File: config.mk
export PLATFORM = sky130hd
export DESIGN_NAME = step_pulse_generator
export DESIGN_NICKNAME = d
export VERILOG_FILES = /design/src/rtl/t0_step_pkg.sv /design/src/rtl/step_pulse_generator_channel.sv /design/src/rtl/step_pulse_generator.sv
export SDC_FILE = /design/constraint.sdc
export NUM_CORES = 1
export LEC_CHECK = 0
export BUFFER_PORTS_ARGS = -buffer_cell sky130_fd_sc_hd__buf_2
export CORE_MARGIN = 10
export CORE_UTILIZATION = 50
export CTS_CLUSTER_DIAMETER = 200
export DETAILED_ROUTE_END_ITERATION = 12
export PLACE_DENSITY_LB_ADDON = 0.25
export RECOVER_POWER = 25
export SYNTH_ARGS = -nofsm -noshare
export SYNTH_HDL_FRONTEND = slang
export SYNTH_HIERARCHICAL = 1
export SYNTH_SLANG_ARGS = --single-unit
export TNS_END_PERCENT = 50
File: constraint.sdc
create_clock -name clk -period 13 [get_ports clk]
set_input_delay 2.6 -clock clk [delete_from_list [all_inputs] [get_ports clk]]
set_output_delay 2.6 -clock clk [all_outputs]
set_load 0.02 [all_outputs]
File: src/rtl/t0_step_pkg.sv
// Shared defaults and types for the step pulse generator and its per-axis channels.
package t0_step_pkg;

    localparam int TW_DEF     = 32;
    localparam int N_AXES_DEF = 3;

    // t_off value meaning "this axis does not step in this frame"
    localparam logic [TW_DEF-1:0] T_OFF_NONE = '1;

    typedef enum logic {
        IDLE = 1'b0,
        RUN  = 1'b1
    } step_state_t;

endpackage

File: src/rtl/step_pulse_generator_channel.sv
// One axis: shadowed t_off/dir, registered hit compare, pulse-width down-counter,
// and a direction output that only moves while the step line is quiet.
module step_channel
    import t0_step_pkg::*;
#(
    parameter int TW      = TW_DEF,
    parameter int PULSE_W = 4
) (
    input  logic          clk,
    input  logic          rst_n,
    input  logic          i_capture,
    input  logic          i_run,
    input  logic [TW-1:0] i_cnt,
    input  logic [TW-1:0] i_len,
    input  logic [TW-1:0] i_t_off,
    input  logic          i_dir,
    output logic          o_step,
    output logic          o_dir,
    output logic          o_overrun
);

    localparam int             PCW = 8;
    localparam logic [PCW-1:0] PW  = PCW'(PULSE_W);

    logic [TW-1:0]  r_t_off;
    logic           r_dir_sh;
    logic           r_dir_pend;
    logic           r_dir;
    logic           r_hit;
    logic [PCW-1:0] r_pcnt;

    logic           w_hit;
    logic           w_busy_next;
    logic           w_dir_load;

    // all-ones means "no step"; offsets past the frame end never fire
    assign w_hit = i_run && (i_cnt == r_t_off) && (r_t_off != '1) && (r_t_off < i_len);

    // current pulse still owns the next cycle, so a new hit cannot start one
    assign w_busy_next = (r_pcnt > PCW'(1));
    assign o_overrun   = r_hit && w_busy_next;

    // direction moves only at an edge where step is low before and after
    assign w_dir_load = r_dir_pend && (r_pcnt == '0) && !r_hit;

    assign o_step = (r_pcnt != '0);
    assign o_dir  = r_dir;

    // Snapshot this axis' table entry when a frame is accepted.
    always_ff @(posedge clk or negedge rst_n) begin
        if (!rst_n) begin
            r_t_off  <= '0;
            r_dir_sh <= 1'b0;
        end else if (i_capture) begin
            r_t_off  <= i_t_off;
            r_dir_sh <= i_dir;
        end
    end

    // Register the compare; this extra stage gives dir_out its setup cycle.
    always_ff @(posedge clk or negedge rst_n) begin
        if (!rst_n) r_hit <= 1'b0;
        else        r_hit <= w_hit;
    end

    // Pulse counter: reload on an accepted hit, otherwise run down to zero.
    always_ff @(posedge clk or negedge rst_n) begin
        if (!rst_n)                    r_pcnt <= '0;
        else if (r_hit && !w_busy_next) r_pcnt <= PW;
        else if (r_pcnt != '0)         r_pcnt <= r_pcnt - PCW'(1);
    end

    // Deferred direction load; a new capture re-arms the pending load.
    always_ff @(posedge clk or negedge rst_n) begin
        if (!rst_n) begin
            r_dir      <= 1'b0;
            r_dir_pend <= 1'b0;
        end else begin
            if (w_dir_load) r_dir <= r_dir_sh;
            if (i_capture)       r_dir_pend <= 1'b1;
            else if (w_dir_load) r_dir_pend <= 1'b0;
        end
    end

endmodule

File: src/rtl/step_pulse_generator.sv
// Frame sequencer: accepts frame requests, runs the frame counter and feeds
// one step_channel per axis; collects channel overruns into a sticky flag.
module step_pulse_generator
    import t0_step_pkg::*;
#(
    parameter int N_AXES  = N_AXES_DEF,
    parameter int TW      = TW_DEF,
    parameter int PULSE_W = 4
) (
    input  logic              clk,
    input  logic              rst_n,
    input  logic [TW-1:0]     t_off [0:N_AXES-1],
    input  logic              dir   [0:N_AXES-1],
    input  logic [TW-1:0]     frame_len,
    input  logic              frame_start,
    output logic              frame_ready,
    output logic              busy,
    output logic              frame_done,
    output logic [N_AXES-1:0] step,
    output logic [N_AXES-1:0] dir_out,
    output logic              err_overrun,
    input  logic              err_clr
);

    step_state_t       r_state;
    step_state_t       w_state_nxt;
    logic [TW-1:0]     r_cnt;
    logic [TW-1:0]     r_len_sh;
    logic              r_frame_done;
    logic              r_err;

    logic [TW-1:0]     w_len;
    logic              w_run;
    logic              w_last;
    logic              w_ready;
    logic              w_capture;
    logic [N_AXES-1:0] w_ovr;

    // a zero-length request runs as a one-cycle frame
    assign w_len     = (r_len_sh == '0) ? TW'(1) : r_len_sh;
    assign w_run     = (r_state == RUN);
    assign w_last    = w_run && (r_cnt == w_len - TW'(1));
    assign w_capture = w_ready && frame_start;

    assign frame_ready = w_ready;
    assign busy        = w_run;
    assign frame_done  = r_frame_done;
    assign err_overrun = r_err;

    // Next state and frame_ready; the last RUN cycle accepts a back-to-back frame.
    always_comb begin
        w_state_nxt = r_state;
        w_ready     = 1'b0;
        case (r_state)
            IDLE: begin
                w_ready = 1'b1;
                if (frame_start) w_state_nxt = RUN;
            end
            RUN: begin
                if (w_last) begin
                    w_ready     = 1'b1;
                    w_state_nxt = frame_start ? RUN : IDLE;
                end
            end
            default: w_state_nxt = IDLE;
        endcase
    end

    // State register.
    always_ff @(posedge clk or negedge rst_n) begin
        if (!rst_n) r_state <= IDLE;
        else        r_state <= w_state_nxt;
    end

    // Frame counter and frame length shadow.
    always_ff @(posedge clk or negedge rst_n) begin
        if (!rst_n) begin
            r_cnt    <= '0;
            r_len_sh <= '0;
        end else if (w_capture) begin
            r_cnt    <= '0;
            r_len_sh <= frame_len;
        end else if (w_run) begin
            r_cnt    <= r_cnt + TW'(1);
        end
    end

    // frame_done follows the last frame cycle by one.
    always_ff @(posedge clk or negedge rst_n) begin
        if (!rst_n) r_frame_done <= 1'b0;
        else        r_frame_done <= w_last;
    end

    // Sticky overrun flag; a new overrun beats a simultaneous clear.
    always_ff @(posedge clk or negedge rst_n) begin
        if (!rst_n)       r_err <= 1'b0;
        else if (|w_ovr)  r_err <= 1'b1;
        else if (err_clr) r_err <= 1'b0;
    end

    for (genvar gi = 0; gi < N_AXES; gi++) begin : g_ch
        step_channel #(
            .TW      (TW),
            .PULSE_W (PULSE_W)
        ) u_ch (
            .clk       (clk),
            .rst_n     (rst_n),
            .i_capture (w_capture),
            .i_run     (w_run),
            .i_cnt     (r_cnt),
            .i_len     (w_len),
            .i_t_off   (t_off[gi]),
            .i_dir     (dir[gi]),
            .o_step    (step[gi]),
            .o_dir     (dir_out[gi]),
            .o_overrun (w_ovr[gi])
        );
    end

endmodule

Word-level counts from Yosys, hierarchy flattened
Cells that the tools add are included.
Widths: inputs -> output; s select.
{"block": "totals", "reg_bits": 199, "in_bits": 135, "wordCells": 109, "output_inout_bits": 10}
{"block": "classes", "bitwise": 1, "reduce_logical": 45, "order_cmp": 6, "mux": 22, "n_eq_ne": 7, "addsub": 5}
{"operator": "$eq 32x32->1", "count": 4}
{"operator": "$lt 32x32->1", "count": 3}
{"operator": "$mux 32", "count": 3}
{"operator": "$ne 32x32->1 const B", "count": 3}
{"operator": "$mux 8", "count": 6}
{"operator": "$add 32x1->32 const B", "count": 1}
{"operator": "$logic_not 32->1", "count": 1}
{"operator": "$sub 32x1->32 const B", "count": 1}
{"operator": "$gt 8x1->1 const B", "count": 3}
{"operator": "$logic_not 8->1", "count": 3}
{"operator": "$reduce_bool 8->1", "count": 3}
{"operator": "$sub 8x1->8 const B", "count": 3}
{"operator": "$logic_and 1x1->1", "count": 23}
{"operator": "$reduce_bool 2->1", "count": 8}
{"operator": "$mux 1", "count": 11}
{"operator": "$logic_not 1->1", "count": 6}
{"operator": "$pmux 1 s2", "count": 2}
{"operator": "$reduce_or 3->1", "count": 1}
{"operator": "$not 1->1", "count": 1}

Logic depth before layout (Yosys ltp)
{"block": "depth", "ltp_word": 9, "ltp_mapped": 19, "ltp_nobuf": 12}

Hierarchy
The synthesis kept the hierarchy.
{"mod": "step_channel", "area_per_inst_um2": 2962.8, "cells_per_inst": 287, "seq_area_each_um2": 1101.1, "n_inst": 3}
{"mod": "step_pulse_generator", "area_per_inst_um2": 4356.7, "cells_per_inst": 482, "seq_area_each_um2": 1676.6, "n_inst": 1}

Worst setup path before layout
Ideal clock, no wire load.
{"block": "synth_path", "path_kind": "flip-flop to output port", "startpoint": "register r_len_sh[24]", "endpoint": "output port frame_ready", "arrival_time_ns": 4.012, "path_stages_with_launch": 15, "slack_ns": 6.388, "required_time_ns": 10.400, "path_buffers": 2, "cell_sequence": "dfrtp_1 or4_1 clkbuf_1 nor4b_4 a31oi_1 ha_1 or3b_2 or4_1 buf_2 or4_1 a31o_2 o21ai_0 nand4_1 or3_1 nand2_1"}
{"block": "synth_via", "elab_chain_cells": 7}
{"item": "start: declaration", "line": "step_pulse_generator.sv:28", "source": "logic [TW-1:0] r_len_sh;"}
{"item": "start signal: assignment", "line": "step_pulse_generator.sv:82", "source": "r_len_sh <= frame_len;"}
{"item": "$logic_not 32->1", "line": "step_pulse_generator.sv:40", "source": "assign w_len = (r_len_sh == '0) ? TW'(1) : r_len_sh;"}
{"item": "$mux 32 *", "line": "step_pulse_generator.sv:40"}
{"item": "$sub 32x1->32 *", "line": "step_pulse_generator.sv:42", "source": "assign w_last = w_run && (r_cnt == w_len - TW'(1));"}
{"item": "$eq 32x32->1 *", "line": "step_pulse_generator.sv:42"}
{"item": "$logic_and 1x1->1 *", "line": "step_pulse_generator.sv:42"}
{"item": "$mux 1 *", "line": "step_pulse_generator.sv:60", "source": "if (w_last) begin"}
{"item": "$pmux 1 s2 *", "line": "step_pulse_generator.sv:54", "source": "case (r_state)"}
{"item": "end: declaration", "line": "step_pulse_generator.sv:16", "source": "output logic frame_ready,"}
Every way passes the cells marked *; elsewhere a longest branch is shown, timed or not.

==> flow_summary.toml <==
[logic_synthesis]
synth-xor-area-share_pct = 10.6
synthCells = 1343
synth_seq_cells = 199
yosys.cell_types.count = 67
synth_top_family_by_area = "simple AND/OR/NAND/NOR gates"
syn-cell-area_um2 = 13200
synth-adder-area-share_pct = 9.54
synth_edf_count = 0
ys_top_cells_by_count = "199 x dfrtp_1, 122 x xnor2_1, 113 x inv_1"
synthFlopType = "dfrtp_1"
yosys_warnings = 6
synthArstFlopShare_pct = 100
yosys.area_share.simple_pct = 16.9
synth_nets = 1579
synth_area_leaders = "dfrtp_1 38%, ha_1 9.5%, mux2_2 9.0%"
synth.most_common_cell = "dfrtp_1"
ys_seq_area_share_pct = 37.6
synth_top_cell_by_area = "dfrtp_1"
synth_compound_area_share_pct = 7.53
synth_top_area_share_pct = 37.6
avgSynthCellArea_um2 = 9.86
synth_mux_area_share_pct = 11.9

[worst_setup_path]
r2r_slack_ns = 6.73
endpoint_kind = "async pin"
crit_fanout = 76
cp.required_ns = 13.50
reg2reg_to = "g_ch[1].u_ch/r_t_off[17]$_DFFE_PN0P_"
startpoint_type = "primary input"
worst-setup-path-type = "primary input to async pin"
cp.arrival_ns = 9.08
r2r-start = "r_len_sh[6]$_DFFE_PN0P_"
reg2reg_depth = 14

[status]
violations = "capacitance limit, slew limit"
outcome = "complete, but fails checks"

[route]
ant_nets = 0
via_count = 10600
firstDrtPassIters = 5
wl_um = 40200
drc_errors = 0
wl_per_cell_um = 22.5
drtIter0Drc = 882
vias_per_cell = 5.91

[timing]
tightest_slew_ns = 3.86
max_freq_mhz = 117
setup_viol = 0
report.final.slew_viol_count = 142
rsz0062_at_grt = "false"
setup_ws_ns = 4.42
fin_crit_sh_pct = 66.0
slew_headroom_pct = -157
final.setup_skew_ns = 0.0221
hold_viol = 0
period_needed_ns = 8.58
tns_ns = 0

[clock_network]
cts_made_buffers = 17
cts_setup_buffers = 0
worst_skew_pair.late_latency_ns = 0.46
cts_root_buf = "clkbuf_16"
htreeDepth = 4
clk_pin_slew_ns = 0.08
cts.path.max_buffers = 2
postCtsHoldBufs = 0
cts_resized = 0
cts_tree = "done"
numClockSinks = 199

[floorplanning]
die_w_um = 183
start_util_pct = 50.8
die_area_um2 = 33400
core_area_um2 = 26100
io_pins = 145
rows = 59
die_h_um = 183

[placed_design]
portBuffers = 144
hpwl_um = 31300
dp_slack_ns = 5.79
place_area_um2 = 14100
placed_cells = 1754
gp_congestion = 0.961

[flow_run]
cap_violations = 2

[grt]
antenna_found_initial = 1
grt_usage_pct = 23.9
grt-ovfl-total = 0
grt_max_degree = 77
grt_pass1_vias = 10500
grt_pass1_wl_um = 61900

[pwr]
power.density_nw_per_um2 = 139
power.internal_mw = 1.30
leakage_nw = 6.54
power_frac_comb_pct = 27.3
vdd.ir_drop.worst_uv = 112
pwr-share-seq_pct = 43.8
swShare_pct = 36.5
netSwitchingPower_mw = 0.746
clockPowerShare_pct = 28.9

[cells_and_area]
postLayoutCellArea_um2 = 14700
layout.nets = 1674
drive_gt1_share_pct = 21.0
num_antenna_cells = 0
regArea_um2 = 4980
fin_cells = 1786
nFillCells = 2337
syn_to_final_growth_pct = 11.0
multi_input_area_um2 = 7460

[hold_path]
min_to = "g_ch[1].u_ch/o_dir$_DFFE_PN0P_"
whs_path_depth = 1
hp-start = "g_ch[1].u_ch/r_dir_sh$_DFFE_PN0P_"
hold_class = "register to register"
## sequential cells by signal (all words and copies together), names as in the netlist
register and count:
g_ch.u_ch/r_dir_sh 3, err_overrun 1, g_ch.u_ch/r_t_off 96, g_ch.u_ch/r_hit 3, r_len_sh 32, g_ch.u_ch/r_pcnt 24, r_cnt 32, g_ch.u_ch/o_dir 3
frame_done 1, g_ch.u_ch/r_dir_pend 3, busy 1
## worst max-delay path, cell delays in order
cell and delay (ns):
clkbuf_1 2.54, clkbuf_1 2.86, buf_4 0.97
## power by group through the flow
stage | Combinational (mW) | Sequential (mW) | Clock (mW)
2_1_floorplan | 0.436 | 0.825 | 0
3_3_place_gp | 0.542 | 0.898 | 0
3_5_place_dp | 0.555 | 0.902 | 0
4_1_cts | 0.559 | 0.892 | 0.602
5_1_grt | 0.627 | 0.909 | 0.623
6_report | 0.558 | 0.895 | 0.592
## cell type report
type / count / area share (%)
Sequential cell: 199 / 33.9
Clock buffer: 17 / 2.89
Multi-Input combinational cell: 955 / 50.8
Tap cell: 335 / 2.85
Clock inverter: 15 / 1.56
Inverter: 116 / 2.96
Timing Repair Buffer: 149 / 5.08
## layer usage
metal / routed length [µm] / track usage [%] / up-vias / part of all wire, %
met3: 2360 / 4.27 / 87 / 5.9
li1: - / - / 4942 / -
met5: 0 / 0 / - / 0
met2: 19500 / 40.2 / 404 / 49
met1: 16500 / 29.2 / 5130 / 41
met4: 1880 / 11.2 / 0 / 4.7
## per-stage QoR
step	util [%]	power (mW)	hold slack, ns
after floorplan	-	1.26	0.478
after global placement	54.1	1.44	0.491
after detailed placement	54.1	1.46	0.492
after CTS	56.6	2.05	0.511
after global routing	56.4	2.16	0.518
final	56.4	2.04	0.483
## placed cells by master, fill, tap and decap left out, types with 35 or more instances in the layout
cell | Yosys | layout
nor3_1 | 33 | 36
o21ai_0 | 32 | 35
xor2_1 | 39 | 39
buf_2 | 3 | 138
nand2_1 | 58 | 58
mux2_2 | 106 | 106
inv_1 | 113 | 114
xnor2_1 | 122 | 122
a21oi_1 | 37 | 37
ha_1 | 101 | 101
nand4_1 | 69 | 69
nor2_1 | 86 | 86
dfrtp_1 | 199 | 199
## how the worst max path moves through the flow
stage	startpoint	to	slack, ns	cells past startpoint
2_1_floorplan	r_len_sh[24]$_DFFE_PN0P_	frame_ready	6.39	14
3_3_place_gp	r_len_sh[6]$_DFFE_PN0P_	frame_ready	5.92	13
3_5_place_dp	r_len_sh[6]$_DFFE_PN0P_	frame_ready	5.79	13
4_1_cts	r_len_sh[6]$_DFFE_PN0P_	frame_ready	5.26	13
5_1_grt	rst_n	g_ch[1].u_ch/r_t_off[0]$_DFFE_PN0P_	3.13	3
6_report	rst_n	g_ch[1].u_ch/r_t_off[0]$_DFFE_PN0P_	4.42	3
## cell families after synthesis
logic type      Yosys count
flops                   199
buf+inv                 189
simple gates            407
compound gates          146
mux                     140
fa+ha+maj               101
xor+xnor                161
Note: power is estimated with default switching activity, not from simulation.
